File: src/rtl/dpram_arbiter_pkg.sv
// ------------------------------------------------------------------
// dpram_arbiter_pkg : shared constants and types for dpram_arbiter
// Rev 1.0
// ------------------------------------------------------------------
`default_nettype none

package dpram_arbiter_pkg;

  localparam int NREQ       = 4;
  localparam int DW         = 8;
  localparam int AW         = 6;
  localparam int IDX_W      = 2;
  localparam int CNT_W      = AW - 1;
  localparam int ADDR_BUS_W = NREQ * AW;
  localparam int DATA_BUS_W = NREQ * DW;

  typedef enum logic [0:0] {
    CLEAR = 1'b0,
    RUN   = 1'b1
  } state_e;

endpackage

`default_nettype wire

File: src/rtl/dpram_arbiter_if.sv
// ------------------------------------------------------------------
// dpram_arbiter_if : requester bus and external RAM port bundle
// Rev 1.0
// ------------------------------------------------------------------
`default_nettype none

interface dpram_arbiter_if;
  import dpram_arbiter_pkg::*;

  logic [NREQ-1:0]       req_valid;
  logic [NREQ-1:0]       req_we;
  logic [ADDR_BUS_W-1:0] req_addr;
  logic [DATA_BUS_W-1:0] req_wdata;
  logic [NREQ-1:0]       req_ready;
  logic [NREQ-1:0]       rsp_valid;
  logic [DATA_BUS_W-1:0] rsp_data;
  logic [AW-1:0]         ram_addr_a;
  logic [AW-1:0]         ram_addr_b;
  logic [DW-1:0]         ram_data_a;
  logic [DW-1:0]         ram_data_b;
  logic                  ram_we_a;
  logic                  ram_we_b;
  logic [DW-1:0]         ram_q_a;
  logic [DW-1:0]         ram_q_b;
  logic                  init_done;

  modport slave (
    input  req_valid, req_we, req_addr, req_wdata, ram_q_a, ram_q_b,
    output req_ready, rsp_valid, rsp_data,
    output ram_addr_a, ram_addr_b, ram_data_a, ram_data_b, ram_we_a, ram_we_b,
    output init_done
  );

  modport master (
    output req_valid, req_we, req_addr, req_wdata, ram_q_a, ram_q_b,
    input  req_ready, rsp_valid, rsp_data,
    input  ram_addr_a, ram_addr_b, ram_data_a, ram_data_b, ram_we_a, ram_we_b,
    input  init_done
  );

endinterface

`default_nettype wire

File: src/rtl/dpram_arbiter_rr_pick4.sv
// ------------------------------------------------------------------
// rr_pick4 : first and second eligible requester from a rotating start
// Rev 1.0
// ------------------------------------------------------------------
`default_nettype none

module rr_pick4 (
  input  logic [3:0]      mask,
  input  logic [1:0]      ptr,
  input  logic [3:0][3:0] compat,
  output logic            first_vld,
  output logic [1:0]      first_idx,
  output logic            second_vld,
  output logic [1:0]      second_idx
);

  // compat[f][j] says requester j may share the cycle with requester f
  always_comb begin
    logic [1:0] idx;
    first_vld  = 1'b0;
    first_idx  = '0;
    second_vld = 1'b0;
    second_idx = '0;
    idx        = '0;
    for (int k = 0; k < 4; k++) begin
      idx = ptr + 2'(k);
      if (mask[idx]) begin
        if (!first_vld) begin
          first_vld = 1'b1;
          first_idx = idx;
        end else if (!second_vld && compat[first_idx][idx]) begin
          second_vld = 1'b1;
          second_idx = idx;
        end
      end
    end
  end

endmodule

`default_nettype wire

File: src/rtl/dpram_arbiter.sv
// ------------------------------------------------------------------
// dpram_arbiter : 4-requester round-robin arbiter onto a dual-port RAM
// Rev 1.0
// ------------------------------------------------------------------
`default_nettype none

module dpram_arbiter
  import dpram_arbiter_pkg::*;
(
  input  logic            clk,
  input  logic            rst_n,
  dpram_arbiter_if.slave  bus
);

  state_e                    state_q, state_d;
  logic [CNT_W-1:0]          cnt_q, cnt_d;
  logic [IDX_W-1:0]          ptr_q, ptr_d;
  logic [IDX_W-1:0]          own_a_q, own_a_d, own_b_q, own_b_d;
  logic                      rd_a_q, rd_a_d, rd_b_q, rd_b_d;

  logic [AW-1:0]             addr  [NREQ];
  logic [DW-1:0]             wdata [NREQ];
  logic [NREQ-1:0][NREQ-1:0] compat;
  logic [NREQ-1:0]           pick_mask;
  logic                      a_vld, b_vld;
  logic [IDX_W-1:0]          a_idx, b_idx;

  for (genvar i = 0; i < NREQ; i++) begin : g_unpack
    assign addr[i]  = bus.req_addr[i*AW +: AW];
    assign wdata[i] = bus.req_wdata[i*DW +: DW];
  end

  // Same address with any write among the pair cannot share a cycle
  always_comb begin
    compat = '0;
    for (int i = 0; i < NREQ; i++) begin
      for (int j = 0; j < NREQ; j++) begin
        compat[i][j] = !((addr[i] == addr[j]) && (bus.req_we[i] || bus.req_we[j]));
      end
    end
  end

  assign pick_mask = (state_q == RUN) ? bus.req_valid : '0;

  rr_pick4 u_pick (
    .mask       (pick_mask),
    .ptr        (ptr_q),
    .compat     (compat),
    .first_vld  (a_vld),
    .first_idx  (a_idx),
    .second_vld (b_vld),
    .second_idx (b_idx)
  );

  always_ff @(posedge clk) begin
    if (!rst_n) begin
      state_q <= CLEAR;
      cnt_q   <= '0;
      ptr_q   <= '0;
      own_a_q <= '0;
      own_b_q <= '0;
      rd_a_q  <= 1'b0;
      rd_b_q  <= 1'b0;
    end else begin
      state_q <= state_d;
      cnt_q   <= cnt_d;
      ptr_q   <= ptr_d;
      own_a_q <= own_a_d;
      own_b_q <= own_b_d;
      rd_a_q  <= rd_a_d;
      rd_b_q  <= rd_b_d;
    end
  end

  always_comb begin
    state_d = state_q;
    cnt_d   = cnt_q;
    case (state_q)
      CLEAR: begin
        cnt_d = cnt_q + 1'b1;
        if (cnt_q == '1) state_d = RUN;
      end
      RUN:     cnt_d   = '0;
      default: state_d = CLEAR;
    endcase
  end

  always_comb begin
    bus.req_ready  = '0;
    bus.ram_we_a   = 1'b0;
    bus.ram_addr_a = '0;
    bus.ram_data_a = '0;
    bus.ram_we_b   = 1'b0;
    bus.ram_addr_b = '0;
    bus.ram_data_b = '0;
    ptr_d          = ptr_q;
    own_a_d        = '0;
    own_b_d        = '0;
    rd_a_d         = 1'b0;
    rd_b_d         = 1'b0;
    if (state_q == CLEAR) begin
      // Port A sweeps the lower half, port B the upper half
      bus.ram_we_a   = 1'b1;
      bus.ram_addr_a = {1'b0, cnt_q};
      bus.ram_we_b   = 1'b1;
      bus.ram_addr_b = {1'b1, cnt_q};
    end else begin
      if (a_vld) begin
        bus.req_ready[a_idx] = 1'b1;
        bus.ram_we_a         = bus.req_we[a_idx];
        bus.ram_addr_a       = addr[a_idx];
        bus.ram_data_a       = bus.req_we[a_idx] ? wdata[a_idx] : '0;
        own_a_d              = a_idx;
        rd_a_d               = !bus.req_we[a_idx];
        ptr_d                = a_idx + 1'b1;
      end
      if (b_vld) begin
        bus.req_ready[b_idx] = 1'b1;
        bus.ram_we_b         = bus.req_we[b_idx];
        bus.ram_addr_b       = addr[b_idx];
        bus.ram_data_b       = bus.req_we[b_idx] ? wdata[b_idx] : '0;
        own_b_d              = b_idx;
        rd_b_d               = !bus.req_we[b_idx];
        ptr_d                = b_idx + 1'b1;
      end
    end
  end

  always_comb begin
    bus.rsp_valid = '0;
    bus.rsp_data  = '0;
    for (int i = 0; i < NREQ; i++) begin
      if ((state_q == RUN) && rd_a_q && (own_a_q == IDX_W'(i))) begin
        bus.rsp_valid[i]          = 1'b1;
        bus.rsp_data[i*DW +: DW]  = bus.ram_q_a;
      end else if ((state_q == RUN) && rd_b_q && (own_b_q == IDX_W'(i))) begin
        bus.rsp_valid[i]          = 1'b1;
        bus.rsp_data[i*DW +: DW]  = bus.ram_q_b;
      end
    end
  end

  assign bus.init_done = (state_q == RUN);

endmodule

`default_nettype wire

File: src/flat_wrapper.sv
// flat-port wrapper written by rule: the top's interface ports become plain ports
module dpram_arbiter_flat import dpram_arbiter_pkg::*;
  (clk, rst_n, bus_req_valid, bus_req_we, bus_req_addr, bus_req_wdata, bus_ram_q_a, bus_ram_q_b, bus_req_ready, bus_rsp_valid, bus_rsp_data, bus_ram_addr_a, bus_ram_addr_b, bus_ram_data_a, bus_ram_data_b, bus_ram_we_a, bus_ram_we_b, bus_init_done);
  dpram_arbiter_if bus_i ();
  input  logic clk;
  input  logic rst_n;
  input wire logic [$bits(bus_i.req_valid)-1:0] bus_req_valid;
  input wire logic [$bits(bus_i.req_we)-1:0] bus_req_we;
  input wire logic [$bits(bus_i.req_addr)-1:0] bus_req_addr;
  input wire logic [$bits(bus_i.req_wdata)-1:0] bus_req_wdata;
  input wire logic [$bits(bus_i.ram_q_a)-1:0] bus_ram_q_a;
  input wire logic [$bits(bus_i.ram_q_b)-1:0] bus_ram_q_b;
  output wire logic [$bits(bus_i.req_ready)-1:0] bus_req_ready;
  output wire logic [$bits(bus_i.rsp_valid)-1:0] bus_rsp_valid;
  output wire logic [$bits(bus_i.rsp_data)-1:0] bus_rsp_data;
  output wire logic [$bits(bus_i.ram_addr_a)-1:0] bus_ram_addr_a;
  output wire logic [$bits(bus_i.ram_addr_b)-1:0] bus_ram_addr_b;
  output wire logic [$bits(bus_i.ram_data_a)-1:0] bus_ram_data_a;
  output wire logic [$bits(bus_i.ram_data_b)-1:0] bus_ram_data_b;
  output wire logic [$bits(bus_i.ram_we_a)-1:0] bus_ram_we_a;
  output wire logic [$bits(bus_i.ram_we_b)-1:0] bus_ram_we_b;
  output wire logic [$bits(bus_i.init_done)-1:0] bus_init_done;
  assign bus_i.req_valid = bus_req_valid;
  assign bus_i.req_we = bus_req_we;
  assign bus_i.req_addr = bus_req_addr;
  assign bus_i.req_wdata = bus_req_wdata;
  assign bus_i.ram_q_a = bus_ram_q_a;
  assign bus_i.ram_q_b = bus_ram_q_b;
  assign bus_req_ready = bus_i.req_ready;
  assign bus_rsp_valid = bus_i.rsp_valid;
  assign bus_rsp_data = bus_i.rsp_data;
  assign bus_ram_addr_a = bus_i.ram_addr_a;
  assign bus_ram_addr_b = bus_i.ram_addr_b;
  assign bus_ram_data_a = bus_i.ram_data_a;
  assign bus_ram_data_b = bus_i.ram_data_b;
  assign bus_ram_we_a = bus_i.ram_we_a;
  assign bus_ram_we_b = bus_i.ram_we_b;
  assign bus_init_done = bus_i.init_done;
  dpram_arbiter u_core (.clk(clk), .rst_n(rst_n), .bus(bus_i));
endmodule
File: config.mk
export PLATFORM = sky130hd
export DESIGN_NAME = dpram_arbiter_flat
export DESIGN_NICKNAME = d
export VERILOG_FILES = /design/src/rtl/dpram_arbiter_pkg.sv /design/src/rtl/dpram_arbiter_if.sv /design/src/rtl/dpram_arbiter_rr_pick4.sv /design/src/rtl/dpram_arbiter.sv /design/src/flat_wrapper.sv
export SDC_FILE = /design/constraint.sdc
export NUM_CORES = 1
export LEC_CHECK = 0
export CAP_MARGIN = 20
export CORE_ASPECT_RATIO = 0.6
export CORE_MARGIN = 10
export CORE_UTILIZATION = 41
export CTS_BUF_LIST = sky130_fd_sc_hd__clkbuf_4 sky130_fd_sc_hd__clkbuf_8
export CTS_CLUSTER_SIZE = 24
export DETAILED_ROUTE_END_ITERATION = 8
export PLACE_DENSITY = 0.81
export SKIP_LAST_GASP = 1
export SYNTH_ARGS = -nofsm -noshare
export SYNTH_HDL_FRONTEND = slang
export SYNTH_SLANG_ARGS = --single-unit
File: constraint.sdc
create_clock -name clk -period 8.2 [get_ports clk]
set_input_delay 2.46 -clock clk [delete_from_list [all_inputs] [get_ports clk]]
set_output_delay 2.46 -clock clk [all_outputs]
set_load 0.005 [all_outputs]
# After elaboration in Yosys (flattened, before gate mapping)
# Index checks and enable logic that the tools add are counted.
totals:
  regBits: 14
  inputBits: 82
  elab_cells: 216
op_classes:
  add_sub_neg: 6
  n_lt_le_gt_ge: 13
  eq_ne: 19
  muxes: 109
  bitwise: 4
  n_reduce_logical: 58
ops:
  columns: ["cell", "n"]
  rows:
  - ["2-to-1 mux 8 bit", 18]
  - ["== test 6 bit", 12]
  - ["2-to-1 mux 6 bit", 8]
  - ["2-to-1 mux 1 bit", 38]
  - ["2-to-1 mux 2 bit", 18]
  - ["binary-select mux 8 bit (select 2 bit)", 2]
  - ["2-to-1 mux 4 bit", 8]
  - ["< comparator 2 x 3 -> 1 bit (second input constant)", 9]
  - ["logical AND 1 bit", 26]
  - ["binary-select mux 4 bit (select 2 bit)", 3]
  - ["binary-select mux 6 bit (select 2 bit)", 2]
  - ["logical NOT 1 bit", 20]
  - ["binary-select mux 1 bit (select 2 bit)", 9]
  - ["one-hot mux 5 bit (2 select lines)", 1]
  - ["== test 2 bit (second input constant)", 4]
  - ["adder 2 x 1 -> 2 bit (second input constant)", 3]
  - ["greater-or-equal comparator 3 bit (second input constant)", 2]
  - ["logical OR 1 bit", 6]
  - ["inverter 2 -> 3 bit", 2]
  - ["AND reduction 3 bit", 2]
  - ["adder 5 x 1 -> 5 bit (second input constant)", 1]
  - ["== test 5 bit (second input constant)", 1]
  - ["adder 2 bit (second input constant)", 2]
  - ["demux 1 bit (select 2 bit)", 2]
  - ["7 further kinds", 10]

# Logic depth before layout (Yosys ltp)
# Gate-level depths: netlist (run 1).
logic_depth:
  word_depth: 28
  depth_mapped: 18
  mapped_depth_nobuf: 15

# Modules after synthesis
# Synthesis (run 1) repeated with hierarchy kept, for this count alone.
unflattened:
  hier_cells: 426
  hier_area_um2: 3647.2
by_module_without_submodules:
  columns: ["mod", "instances", "cells_each", "area_each_um2"]
  rows:
  - ["dpram_arbiter", 1, 264, 2499.9]
  - ["rr_pick4", 1, 162, 1147.4]

# Least setup slack after synthesis (run 1)
# OpenSTA, ideal clock, no wires.
synth_path:
  path_type: "input -> output"
  start: "in bus_req_valid[2]"
  end: "out bus_ram_addr_b[0]"
  arrival_time_ns: 5.715
  required_time_ns: 5.740
  path_slack_ns: 0.025
  path_stages: 15
  n_path_buf: 2
  cell_sequence: "clkbuf_1 -> mux2_2 -> nand2_1 -> o21ai_0 -> ha_1 -> nor3b_1 -> o21a_1 -> a2111oi_1 -> o32a_2 -> o41a_1 -> nand2_2 -> o21ai_2 -> buf_6 -> a2111oi_0 -> o32ai_1"
synth_between:
  elab_chain_cells: 27
synth_lines:
  columns: ["element", "line", "text"]
  rows:
  - ["start: declaration", "flat_wrapper.sv:7", "input wire logic [$bits(bus_i.req_valid)-1:0] bus_req_valid;"]
  - ["2-to-1 mux 4 bit *", "dpram_arbiter.sv:43", "assign pick_mask = (state_q == RUN) ? bus.req_valid : '0;"]
  - ["binary-select mux 1 bit (select 2 bit)", "dpram_arbiter_rr_pick4.sv:27", "if (mask[idx]) begin"]
  - ["2-to-1 mux 1 bit (not written as such)", "dpram_arbiter_rr_pick4.sv:27", null]
  - ["2-to-1 mux 2 bit", "dpram_arbiter_rr_pick4.sv:27", null]
  - ["binary-select mux 4 bit (select 2 bit)", "dpram_arbiter_rr_pick4.sv:31", "end else if (!second_vld && compat[first_idx][idx]) begin"]
  - ["2-to-1 mux 4 bit (not written as such)", "dpram_arbiter_rr_pick4.sv:31", null]
  - ["binary-select mux 1 bit (select 2 bit)", "dpram_arbiter_rr_pick4.sv:31", null]
  - ["2-to-1 mux 1 bit (not written as such)", "dpram_arbiter_rr_pick4.sv:31", null]
  - ["[... 10 more ...]", null, null]
  - ["2-to-1 mux 2 bit", "dpram_arbiter_rr_pick4.sv:31", null]
  - ["2-to-1 mux 2 bit", "dpram_arbiter_rr_pick4.sv:28", "if (!first_vld) begin"]
  - ["2-to-1 mux 2 bit", "dpram_arbiter_rr_pick4.sv:27", null]
  - ["inverter 2 -> 3 bit (not written as such)", "dpram_arbiter.sv:120", "bus.ram_addr_b = addr[b_idx];"]
  - ["binary-select mux 6 bit (select 2 bit)", "dpram_arbiter.sv:120", null]
  - ["2-to-1 mux 6 bit (not written as such) (2 in series)", "dpram_arbiter.sv:120", null]
  - ["2-to-1 mux 6 bit *", "dpram_arbiter.sv:117", "if (b_vld) begin"]
  - ["2-to-1 mux 6 bit *", "dpram_arbiter.sv:101", "if (state_q == CLEAR) begin"]
  - ["end: declaration", "flat_wrapper.sv:17", "output wire logic [$bits(bus_i.ram_addr_b)-1:0] bus_ram_addr_b;"]
# Every way passes the cells marked *; elsewhere a longest branch is shown, timed or not. The select of a mux whose other input is x is not followed.

# Worst setup path after layout (run 1)
layout_path:
  start: "in bus_req_valid[2]"
  end: "out bus_ram_addr_b[1]"
# The elaborated chain is that of the path after synthesis.

==> run summary, run 1 <==
Worst path cell trace - buf_2, buf_6, nor2b_1, o21ai_0, nand2_1, o2111a_1, a31oi_1, nand4b_1, buf_4, a211o_1, o221a_4, buf_6, buf_4, a21o_1, a221oi_1, o32ai_1, buf_2
Final worst slack - -389 ps
# setup viols final - 34
DRC Markers - 0
Placed cell area - 6290 um^2
Min cycle time layout - 8590 ps
Worst Setup EP - bus_ram_addr_b[1]
R2r worst-path depth - 19
Clk slew on worst S/H paths - 50 ps
DR pass1 iterations - 5
Core Region - 9120 um^2
Synth Flop Type - dfxtp_1
Footprint of the multi-input gates - 3960 um^2
Wire per inst - 24.3 um
Number of diodes - 0
Antenna Nets Post-Route - 0
Worst hold slack - 525 ps
Delay-heaviest family, CP - compound AO/OA/AOI/OAI gates
Arrival time worst endpoint - 6130 ps
Crit-path slowest cell - o21ai_0
CP Class - primary input to output port
Worst Path Buf+Inv - 6
Global-route wire length before repair - 34.2 mm
Post-DR vias/cell - 6.55
Vias - 6189
Type of element launching the critical path - primary input
Worst vdd rail ir drop - 53.1 uV
Max-cap violations - 0
Post-Layout Inst Area - 7540 um^2
Final Core Density - 82.7%
Lkg Pwr - 3.05 nW
Buffers on Ports - 152
DIE AREA - 13700 um^2
Final Wtd Congestion - 1.01
Grt total ovfl - 0
CTS sink count - 14
Outcome - complete, but fails checks
Most frequent cells in the layout - buf_4 (137), clkdlybuf4s50_1 (106), nand2_1 (68), nor2_1 (36), buf_6 (36)
Worst r2r src - u_core.ptr_q[0]
Setup TNS - -6950 ps
Met2 wire length - 10.0 mm
H-tree levels - 1
Vias in the first global route - 6135
Ports - 153
Wl on met1 - 8.82 mm
CTS Buffer Depth - 2
Critical Path Sink Type - output port
Tot GR Track Use - 31.1%
PwrDens - 37.2 nW/um^2
Skew final - 1.23 ps
Final nets - 917
Row cnt - 27
Fmax - 116 MHz
Post-Syn Instances - 532
Max stage delay on crit path - 570 ps
Worst reg2reg path endpoint - u_core.ptr_q[1]
Cell variety after synth - 73
Hold Vio Cnt, Final - 0
Post-synth EDFFs - 0
Reg area - 280 um^2
Fraction of layout instances using a drive strength above 1 - 40.7%
Sequential-to-total area share from yosys stat - 7.35%
Commonest non-fill, non-tap cell in the layout - buf_4
TritonCTS clock tree - done
Largest net degree at the start of global routing - 33
Slew HR - 36.0%
Seq cells post-synth - 14
Fillers - 556
Clock root buffer - clkbuf_8
Antenna violations before repair - 0
Critical Path RT - 5740 ps
Die width - 145 um
Crit path depth - 17
Worst Setup SP - bus_req_valid[2]
Worst hold path class - register to register
Max Slew Vio Count - 0
Worst-Margin Slew - 952 ps
Clk_lat worst skew - 240 ps
Dpl hpwl - 16.0 mm
RSZ-0062 raised after global routing - yes
Starting density of the core - 41.8%
Drt total wl - 22.9 mm
Top routing layer in use - met4
Hold Crit Start - u_core.cnt_q[0]
DP Cell Count - 884
Final period utilization - 105%
Hold-fix buffers, CTS - 0
Die height - 94.7 um
Cell Area, Synth - 3810 um^2
Ys async rst share - 0%
Register-to-register setup slack - 4050 ps
Num CTS Buffers - 3
Avg Inst Size Synth - 7.17 um^2
Layout area overhead - 97.7%
Routed met3 length - 3.23 mm
Failing checks - negative setup slack
1st-iter DRT viols - 744
Critical Path Fanout Max - 7
Synth warnings - 0
Net count after synthesis - 618
Final cell count without fillers - 945
-- layer usage --
metal  GRT usage (%)  up-vias
met4            8.38        0
met2            48.6      533
li1                -     2642
met5               0        -
met1            40.0     2905
met3            10.7      109
-- power breakdown --
group / internal (mW) / switching [mW] / leakage, nW
Combinational: 0.0844 / 0.0714 / 2.91
Clock: 0.0324 / 0.0212 / 0.0216
Sequential: 0.0694 / 0.00170 / 0.113
-- per-stage QoR --
step / setup slack (ps) / power, mW
3_5_place_dp: -1240 / 0.208
2_1_floorplan: 25.1 / 0.121
6_report: -389 / 0.280
4_1_cts: -226 / 0.273
3_3_place_gp: -1180 / 0.204
5_1_grt: -453 / 0.291
-- state kept, by name, indices dropped and copies added, names as in the netlist --
name,flops
u_core.ptr_q,2
u_core.rd_b_q,1
u_core.own_b_q,2
u_core.rd_a_q,1
u_core.cnt_q,5
u_core.own_a_q,2
u_core.bus.init_done,1
-- kinds of logic (layout without fill, tap and decap cells) --
group / count (synthesis) / after routing / synth area share, %
buf+inv: 61 / 355 / 6.89
flops: 14 / 14 / 7.35
simple gates: 201 / 201 / 26.1
xor+xnor: 38 / 38 / 8.72
mux: 24 / 25 / 11.9
fa+ha+maj: 4 / 4 / 1.31
compound gates: 190 / 192 / 37.7
-- repair_timing --
action | 4_1_cts | 5_1_grt
setup buffers | 51 | 4
setup endpoints to repair | 34 | 34
gates resized for setup | 277 | 15
cloned | 6 | 1
hold endpoints to repair | 0 | 0
pin swaps | 69 | 11
-- cells in the mapped netlist (8+ instances only) --
cell	n	share of area (%)
o211ai_1	11	2.2
o22ai_1	9	1.5
xnor2_1	21	4.8
and3_1	13	2.1
mux4_2	17	10
buf_2	9	1.2
inv_1	16	1.6
nor2_1	38	3.7
nand2_1	73	7.2
a2bb2oi_1	8	1.8
xor2_1	17	3.9
o21ai_0	25	3.3
clkbuf_1	26	2.6
a2111oi_0	8	1.8
a22o_1	33	7.6
dfxtp_1	14	7.3
and2_1	11	1.8
a21oi_1	29	3.8
nand3_1	15	2.0
nor3_1	10	1.3
-- layout make-up --
cell class / count / share of cell area, %
clock buffers: 3 / 0.547
repair buffers: 336 / 40.5
multi-input cells: 460 / 52.5
well taps: 116 / 1.92
inverters: 16 / 0.796
flip-flops and latches: 14 / 3.72
-- worst reg2reg max path, delay by kind of cell, from the launching register on --
kind	cells	cell delay, ps
AOI/OAI and AO/OA	6	1070
adders and majority gates	1	250
buffers and inverters	8	1320
DFF	1	370
muxes	1	300
and+or+nand+nor	3	720
-- worst min-delay path by stage --
stage	cells past startpoint	slack (ps)	endpoint
after global placement	1	450	u_core.cnt_q[0]
after CTS	1	520	u_core.cnt_q[0]
after global routing	1	560	u_core.cnt_q[0]
after detailed placement	1	510	u_core.cnt_q[0]
after floorplan	1	430	u_core.cnt_q[0]
final	1	520	u_core.cnt_q[0]
(Power assumes the default switching activity.)
==> inputs of run 2 (changes only) <==
CTS_CLUSTER_SIZE = not set   (was 24)
==> results of run 2 <==
The final DEF is identical to that of run 1; final timing and power are the same.
==> inputs of run 3 (changes only) <==
CTS_CLUSTER_DIAMETER = 150   (was not set)
==> results of run 3 <==
The final DEF is identical to that of run 1; final timing and power are the same.
